===== src/rtl/btn_debounce_pulse_pkg.sv =====
// Shared definitions for the button debouncer: FSM state encodings and the default
// stability threshold.
package btn_debounce_pulse_pkg;

    localparam int DEFAULT_STABLE_CYCLES = 16;

    typedef enum logic [1:0] {
        IDLE_LOW  = 2'b00,
        WAIT_HIGH = 2'b01,
        IDLE_HIGH = 2'b11,
        WAIT_LOW  = 2'b10
    } debounce_state_t;

    // The debounced level is high while resting high or while qualifying a release.
    function automatic logic is_high_side(input debounce_state_t s);
        return (s == IDLE_HIGH) || (s == WAIT_LOW);
    endfunction

endpackage


===== src/rtl/btn_debounce_pulse_sync2.sv =====
// Generic two-flop synchroniser for asynchronous inputs; clears to zero on reset.
module sync2 #(
    parameter int WIDTH = 1
) (
    input  logic             clock,
    input  logic             reset,
    input  logic [WIDTH-1:0] d,
    output logic [WIDTH-1:0] q
);

    logic [WIDTH-1:0] s1;

    always_ff @(posedge clock or negedge reset) begin
        if (!reset) begin
            s1 <= '0;
            q  <= '0;
        end else begin
            s1 <= d;
            q  <= s1;
        end
    end

endmodule


===== src/rtl/btn_debounce_pulse.sv =====
// Debounces a raw button into a clean level plus a one-cycle press pulse that
// serves as the toggle/enable source for the downstream counter.
module btn_debounce_pulse
    import btn_debounce_pulse_pkg::*;
#(
    parameter int STABLE_CYCLES = DEFAULT_STABLE_CYCLES,
    parameter int CNT_W         = $clog2(STABLE_CYCLES)
) (
    input  logic clock,
    input  logic reset,
    input  logic btn_in,
    output logic level_out,
    output logic pulse_out
);

    localparam logic [CNT_W-1:0] CNT_ONE  = CNT_W'(1);
    localparam logic [CNT_W-1:0] CNT_LAST = CNT_W'(STABLE_CYCLES - 1);

    debounce_state_t  state;
    debounce_state_t  state_next;
    logic [CNT_W-1:0] cnt;
    logic [CNT_W-1:0] cnt_next;
    logic             level_next;
    logic             pulse_next;
    logic             s2;

    sync2 #(
        .WIDTH(1)
    ) u_sync (
        .clock(clock),
        .reset(reset),
        .d    (btn_in),
        .q    (s2)
    );

    always_ff @(posedge clock or negedge reset) begin
        if (!reset) begin
            state     <= IDLE_LOW;
            cnt       <= '0;
            level_out <= 1'b0;
            pulse_out <= 1'b0;
        end else begin
            state     <= state_next;
            cnt       <= cnt_next;
            level_out <= level_next;
            pulse_out <= pulse_next;
        end
    end

    // A wait state aborts with no partial credit as soon as the opposite value is seen.
    always_comb begin
        state_next = state;
        cnt_next   = cnt;
        case (state)
            IDLE_LOW: begin
                if (s2) begin
                    state_next = WAIT_HIGH;
                    cnt_next   = CNT_ONE;
                end else begin
                    cnt_next = '0;
                end
            end
            WAIT_HIGH: begin
                if (!s2) begin
                    state_next = IDLE_LOW;
                    cnt_next   = '0;
                end else if (cnt == CNT_LAST) begin
                    state_next = IDLE_HIGH;
                    cnt_next   = '0;
                end else begin
                    cnt_next = cnt + CNT_ONE;
                end
            end
            IDLE_HIGH: begin
                if (!s2) begin
                    state_next = WAIT_LOW;
                    cnt_next   = CNT_ONE;
                end else begin
                    cnt_next = '0;
                end
            end
            WAIT_LOW: begin
                if (s2) begin
                    state_next = IDLE_HIGH;
                    cnt_next   = '0;
                end else if (cnt == CNT_LAST) begin
                    state_next = IDLE_LOW;
                    cnt_next   = '0;
                end else begin
                    cnt_next = cnt + CNT_ONE;
                end
            end
            default: begin
                state_next = IDLE_LOW;
                cnt_next   = '0;
            end
        endcase

        level_next = is_high_side(state_next);
        pulse_next = (state == WAIT_HIGH) && (state_next == IDLE_HIGH);
    end

endmodule


===== config.mk =====
export PLATFORM = sky130hd
export DESIGN_NAME = btn_debounce_pulse
export DESIGN_NICKNAME = d
export VERILOG_FILES = /design/src/rtl/btn_debounce_pulse_pkg.sv /design/src/rtl/btn_debounce_pulse_sync2.sv /design/src/rtl/btn_debounce_pulse.sv
export SDC_FILE = /design/constraint.sdc
export NUM_CORES = 1
export LEC_CHECK = 0
export ABC_AREA = 1
export BUFFER_PORTS_ARGS = -buffer_cell sky130_fd_sc_hd__buf_4
export CORE_AREA = 2 2 39 41
export CTS_BUF_LIST = sky130_fd_sc_hd__clkbuf_8
export CTS_CLUSTER_DIAMETER = 150
export CTS_CLUSTER_SIZE = 14
export DETAILED_ROUTE_END_ITERATION = 6
export DIE_AREA = 0 0 41 43
export PLACE_DENSITY_LB_ADDON = 0.12
export SLEW_MARGIN = 20
export SYNTH_ARGS = -nofsm -noshare
export SYNTH_HDL_FRONTEND = slang
export SYNTH_SLANG_ARGS = --single-unit
export TNS_END_PERCENT = 10

===== constraint.sdc =====
create_clock -name clock -period 1.3 [get_ports clock]
set_input_delay 0.13 -clock clock [delete_from_list [all_inputs] [get_ports clock]]
set_output_delay 0.13 -clock clock [all_outputs]
set_load 0.005 [all_outputs]

; ---- Yosys cells after proc, flatten, opt, wreduce, memory -nomap -nowiden
; Cells that the tools add are included.
[op_classes]
addsub = 1
multipliers = 0
div = 0
order_cmp = 0
n_eq_ne = 6
shift = 0
mux = 13
bitwise = 0
n_reduce_logical = 3
[ops]
columns = op, count
row1 = $pmux 4 s4, 1
row2 = $mux 2, 6
row3 = $mux 4, 3
row4 = $eq 2x2->1 const B, 4
row5 = $pmux 2 s4, 1
row6 = $add 4x1->4 const B, 1
row7 = $eq 4x4->1 const B, 1
row8 = $eq 2x1->1 const B, 1
row9 = $logic_not 2->1, 1
row10 = $mux 1, 2
row11 = $logic_and 1x1->1, 1
row12 = $logic_or 1x1->1, 1
[totals]
regBits = 10
latch_bits = 0
mem_bits_rw = 0
mem_bits_ro = 0
input_bits = 3
memories = 0

; ---- Depth between registers and ports, before layout
[depth]
ltp_word = 6
ltp_mapped = 6
ltp_nobuf = 6

; ---- By module
; A second synthesis with hierarchy kept.
[hier_totals]
cells_unflattened = 46
hier_area_um2 = 414.1
[modules_own_cells]
columns = module, instances, cells_per_inst, area_per_inst_um2, seq_area_each_um2
row1 = btn_debounce_pulse, 1, 44, 364.1, 200.2
row2 = sync2, 1, 2, 50.0, 50.0

; ---- Worst setup path after synthesis
; Ideal clock, no wire load.
[synth_path]
kind = flip-flop to flip-flop
from = register cnt[0]
to = register level_out
arrival_ns = 0.905
required_time_ns = 1.177
path_slack_ns = 0.273
path_stages_with_launch = 6
n_path_buf = 0
synth_period_minus_slack_ns = 1.027
cell_sequence = dfrtp_1 ha_1 nand3_2 nor2_1 nor2_1 nor2_1
[synth_between]
elab_chain_len = 6
elab_cells_between_ends = 9
[synth_lines]
columns = item, line
row1 = "start, declared", btn_debounce_pulse.sv:21  ; logic [CNT_W-1:0] cnt;
row2 = "start signal, assigned", btn_debounce_pulse.sv:44  ; cnt <= cnt_next;
row3 = $eq 4x4->1 (*), "btn_debounce_pulse.sv:67, btn_debounce_pulse.sv:86"
row4 = "$mux 2, on equally long branches", "btn_debounce_pulse.sv:86, btn_debounce_pulse.sv:67"
row5 = "$mux 2, on equally long branches", "btn_debounce_pulse.sv:83, btn_debounce_pulse.sv:64"
row6 = $pmux 2 s4 (*), btn_debounce_pulse.sv:54  ; case (state)
row7 = $eq 2x2->1, btn_debounce_pulse_pkg.sv:16  ; return (s == IDLE_HIGH) || (s == WAIT_LOW);
row8 = $logic_or 1x1->1 (*), btn_debounce_pulse_pkg.sv:16
row9 = named net level_next, btn_debounce_pulse.sv:23  ; logic level_next;
row10 = "end signal, assigned", btn_debounce_pulse.sv:45  ; level_out <= level_next;
row11 = "end, declared", btn_debounce_pulse.sv:12  ; output logic level_out,
; Mark *: on every way through the listed nets, which the timed path passes. The rest lies on a longest branch.

; ---- Worst setup path after layout
[layout_path]
from = register cnt[0]
to = register cnt[0]
[layout_between]
elab_chain_len = 4
elab_cells_between_ends = 6
[layout_lines]
columns = item, line
row1 = $add 4x1->4 or $eq 4x4->1 (tied branches), -
row2 = $mux 4 (*), "btn_debounce_pulse.sv:67, btn_debounce_pulse.sv:86"
row3 = "$mux 4, on equally long branches", "btn_debounce_pulse.sv:83, btn_debounce_pulse.sv:64"
row4 = $pmux 4 s4 (*), btn_debounce_pulse.sv:54
row5 = named net cnt_next[0], btn_debounce_pulse.sv:22  ; logic [CNT_W-1:0] cnt_next;
; Marked as above.

==> qor.csv <==
metric,value,unit
Mapped Area,419,sq um
cell mode on critical path,nand2_1,
flop-to-flop setup slack,0.20,ns
Hold Path Class,in -> reg,
worst setup path startpoint,cnt[0],
crit path kind,reg -> reg,
Worst EP arrival,1.21,ns
diodes inserted,0,
CP peak stage delay,0.36,ns
CP top delay family,simple AND/OR/NAND/NOR gates,
setup TNS,0,ns
leakage power,0.270,nW
CTS resizes,0,
later-pin clock latency in the skew report,0.23,ns
DRT antenna net count,0,
DR DRC count,0,
Setup crit end kind,flip-flop,
die height,43,microns
total CTS buffers,3,
worst-margin pin slew,0.172,ns
outcome,finished clean,
clock-pin slew of the registers on the worst-case setup and hold paths,0.04,ns
initial antenna violation count,0,
RSZ-0062 raised after global routing,false,
Final Util,37.3,%
Pwr per Cell Area,1310,nW/um^2
WHS,0.00578,ns
min cycle time layout,1.10,ns
Worst R2R Start,cnt[0],
"Seq/Total Area, Yosys",59.7,%
Initial Util,30.3,%
via count,299,
layout cell share with drive strength beyond 1,23.1,%
MaxCap Viol Count,0,
"Setup Fix Bufs, Post-CTS",0,
hpwl dp,501,microns
Slew Limit Fails,0,
First-pass DRT Iterations,1,
I/O Pins,5,
Yosys cell types,15,
GRT overflow,0,
vias in the first global route,305,
Rows,14,
cell chain of the critical path,ha_1 > nand3_2 > nand2_1 > nand2_1 > nand2_1 > nand2_1,
Die X,41,microns
Final GP Congestion,0.764,
WL/cell,9.29,microns
CTS H-tree lvls,1,
RR Endpoint,cnt[0],
cell count of the worst reg-to-reg path,6,
Worst slew margin,88.5,%
CTS tree,done,
maximum VDD drop,0.801,mV
fin crit share,84.7,%
Worst setup endpoint,cnt[0],
DRT Wirelength,632,microns
Total GRT Usage,10.6,%
CORE AREA,1380,sq um
CP Depth,6,
Post-Syn Instances,45,
clock skew after layout,0.00116,ns
register bit count reported by yosys,10,
Final Setup Violations,0,
Worst Setup Start Kind,flip-flop,
filler cell count in the final layout,135,
TritonCTS Sinks,10,
Worst Path Max Fanout,4,
fin nets,58,
I/O Buffers,4,
Syn Area/Cell,9.31,sq um
Area Overhead vs Synth,23.3,%
post-DR vias/cell,4.40,
Root Driver,clkbuf_8,
Fmax,0.909,GHz
Syn. warnings,0,
WP buf/inv,0,
CTS Hold Bufs,1,
syn nets,49,
worst path required time,1.41,ns
final hold vios,0,
largest net degree at the start of global routing,11,
CP max stage cell,dfrtp_1,
first-pass GRT wire length,1160,microns
CTS max path bufs,2,
Die ar.,1760,sq um
1st-iter DRT viols,0,
[routing by layer]
metal	global-route usage [%]	share of wire (%)
met5	0	0
met4	8.00	2.2
met3	4.71	4.7
met2	15.9	47
met1	10.9	46
[through the flow]
step           total power, mW  std cells  setup WS, ns  area (sq um)
6_report                 0.675         68         0.199           517
4_1_cts                  0.686         68         0.187           517
2_1_floorplan            0.358         45         0.273           419
3_5_place_dp             0.374         64         0.195           465
5_1_grt                  0.707         68         0.103           517
3_3_place_gp             0.373         64         0.213           465
[power by group]
group | switching (mW) | internal (mW)
clock network | 0.103 | 0.201
logic | 0.0221 | 0.0162
registers | 0.00933 | 0.323
total | 0.134 | 0.541
[cells in the mapped netlist]
| master | instances | area (sq um) |
|---|---|---|
| clkbuf_1 | 1 | 3.75 |
| dfrtp_1 | 10 | 250 |
| ha_1 | 1 | 12.5 |
| inv_1 | 5 | 18.8 |
| inv_2 | 1 | 3.75 |
| nand2_1 | 12 | 45.0 |
| nand3_1 | 1 | 5.00 |
| nand3_2 | 1 | 10.0 |
| nor2_1 | 7 | 26.3 |
| nor2_2 | 1 | 6.26 |
| nor3_1 | 1 | 5.00 |
| nor3_2 | 1 | 10.0 |
| o21ai_0 | 1 | 5.00 |
| o21ai_2 | 1 | 8.76 |
| xnor2_1 | 1 | 8.76 |
[cell type report]
| type | instances | area (sq um) | area share, % |
|---|---|---|---|
| Timing Repair Buffer | 5 | 40.0 | 7.75 |
| Sequential cell | 10 | 250 | 48.4 |
| Inverter | 6 | 22.5 | 4.36 |
| Tap cell | 16 | 20.0 | 3.87 |
| Multi-Input combinational cell | 28 | 143 | 27.6 |
| Clock buffer | 3 | 41.3 | 7.99 |
[flip-flops by register name, summed over array words and instances (netlist names)]
name,count
state,2
level_out,1
pulse_out,1
u_sync.q,1
u_sync.s1,1
cnt,4
[worst register-to-register path, stage by stage, from the launching register on]
cell     delay, ns
dfrtp_1       0.36
ha_1          0.22
nand3_2       0.12
nand2_1       0.10
nand2_1       0.06
nand2_1       0.06
nand2_1       0.06
[worst min-delay path by stage]
stage / start / to / slack [ns] / depth (start not counted)
2_1_floorplan: reset / cnt[0] / -0.17 / 0
3_3_place_gp: reset / level_out / -0.04 / 1
5_1_grt: btn_in / u_sync.s1 / 0.001 / 1
4_1_cts: btn_in / u_sync.s1 / 0.003 / 1
3_5_place_dp: reset / state[1] / -0.04 / 1
6_report: btn_in / u_sync.s1 / 0.006 / 1
[cells in the final DEF (no fill, tap or decap)]
| cell type | Yosys | routed |
|---|---|---|
| buf_4 | 0 | 4 |
| clkbuf_8 | 0 | 3 |
| dfrtp_1 | 10 | 10 |
| dlygate4sd3_1 | 0 | 1 |
| ha_1 | 1 | 1 |
| inv_1 | 5 | 5 |
| inv_2 | 1 | 1 |
| nand2_1 | 12 | 12 |
| nand3_1 | 1 | 1 |
| nand3_2 | 1 | 1 |
| nor2_1 | 7 | 7 |
| nor2_2 | 1 | 1 |
| nor3_1 | 1 | 1 |
| nor3_2 | 1 | 1 |
| o21ai_0 | 1 | 1 |
| o21ai_2 | 1 | 1 |
| xnor2_1 | 1 | 1 |
[kinds of logic after synthesis]
logic type / after synthesis / synth area share, %
DFF: 10 / 59.7
adders and majority gates: 1 / 2.98
xor gates and xnor gates: 1 / 2.09
buffers and inverters: 7 / 6.27
and+or+nand+nor: 24 / 25.7
AOI/OAI and AO/OA: 2 / 3.28
No activity file was read; power rests on OpenSTA's default activity.
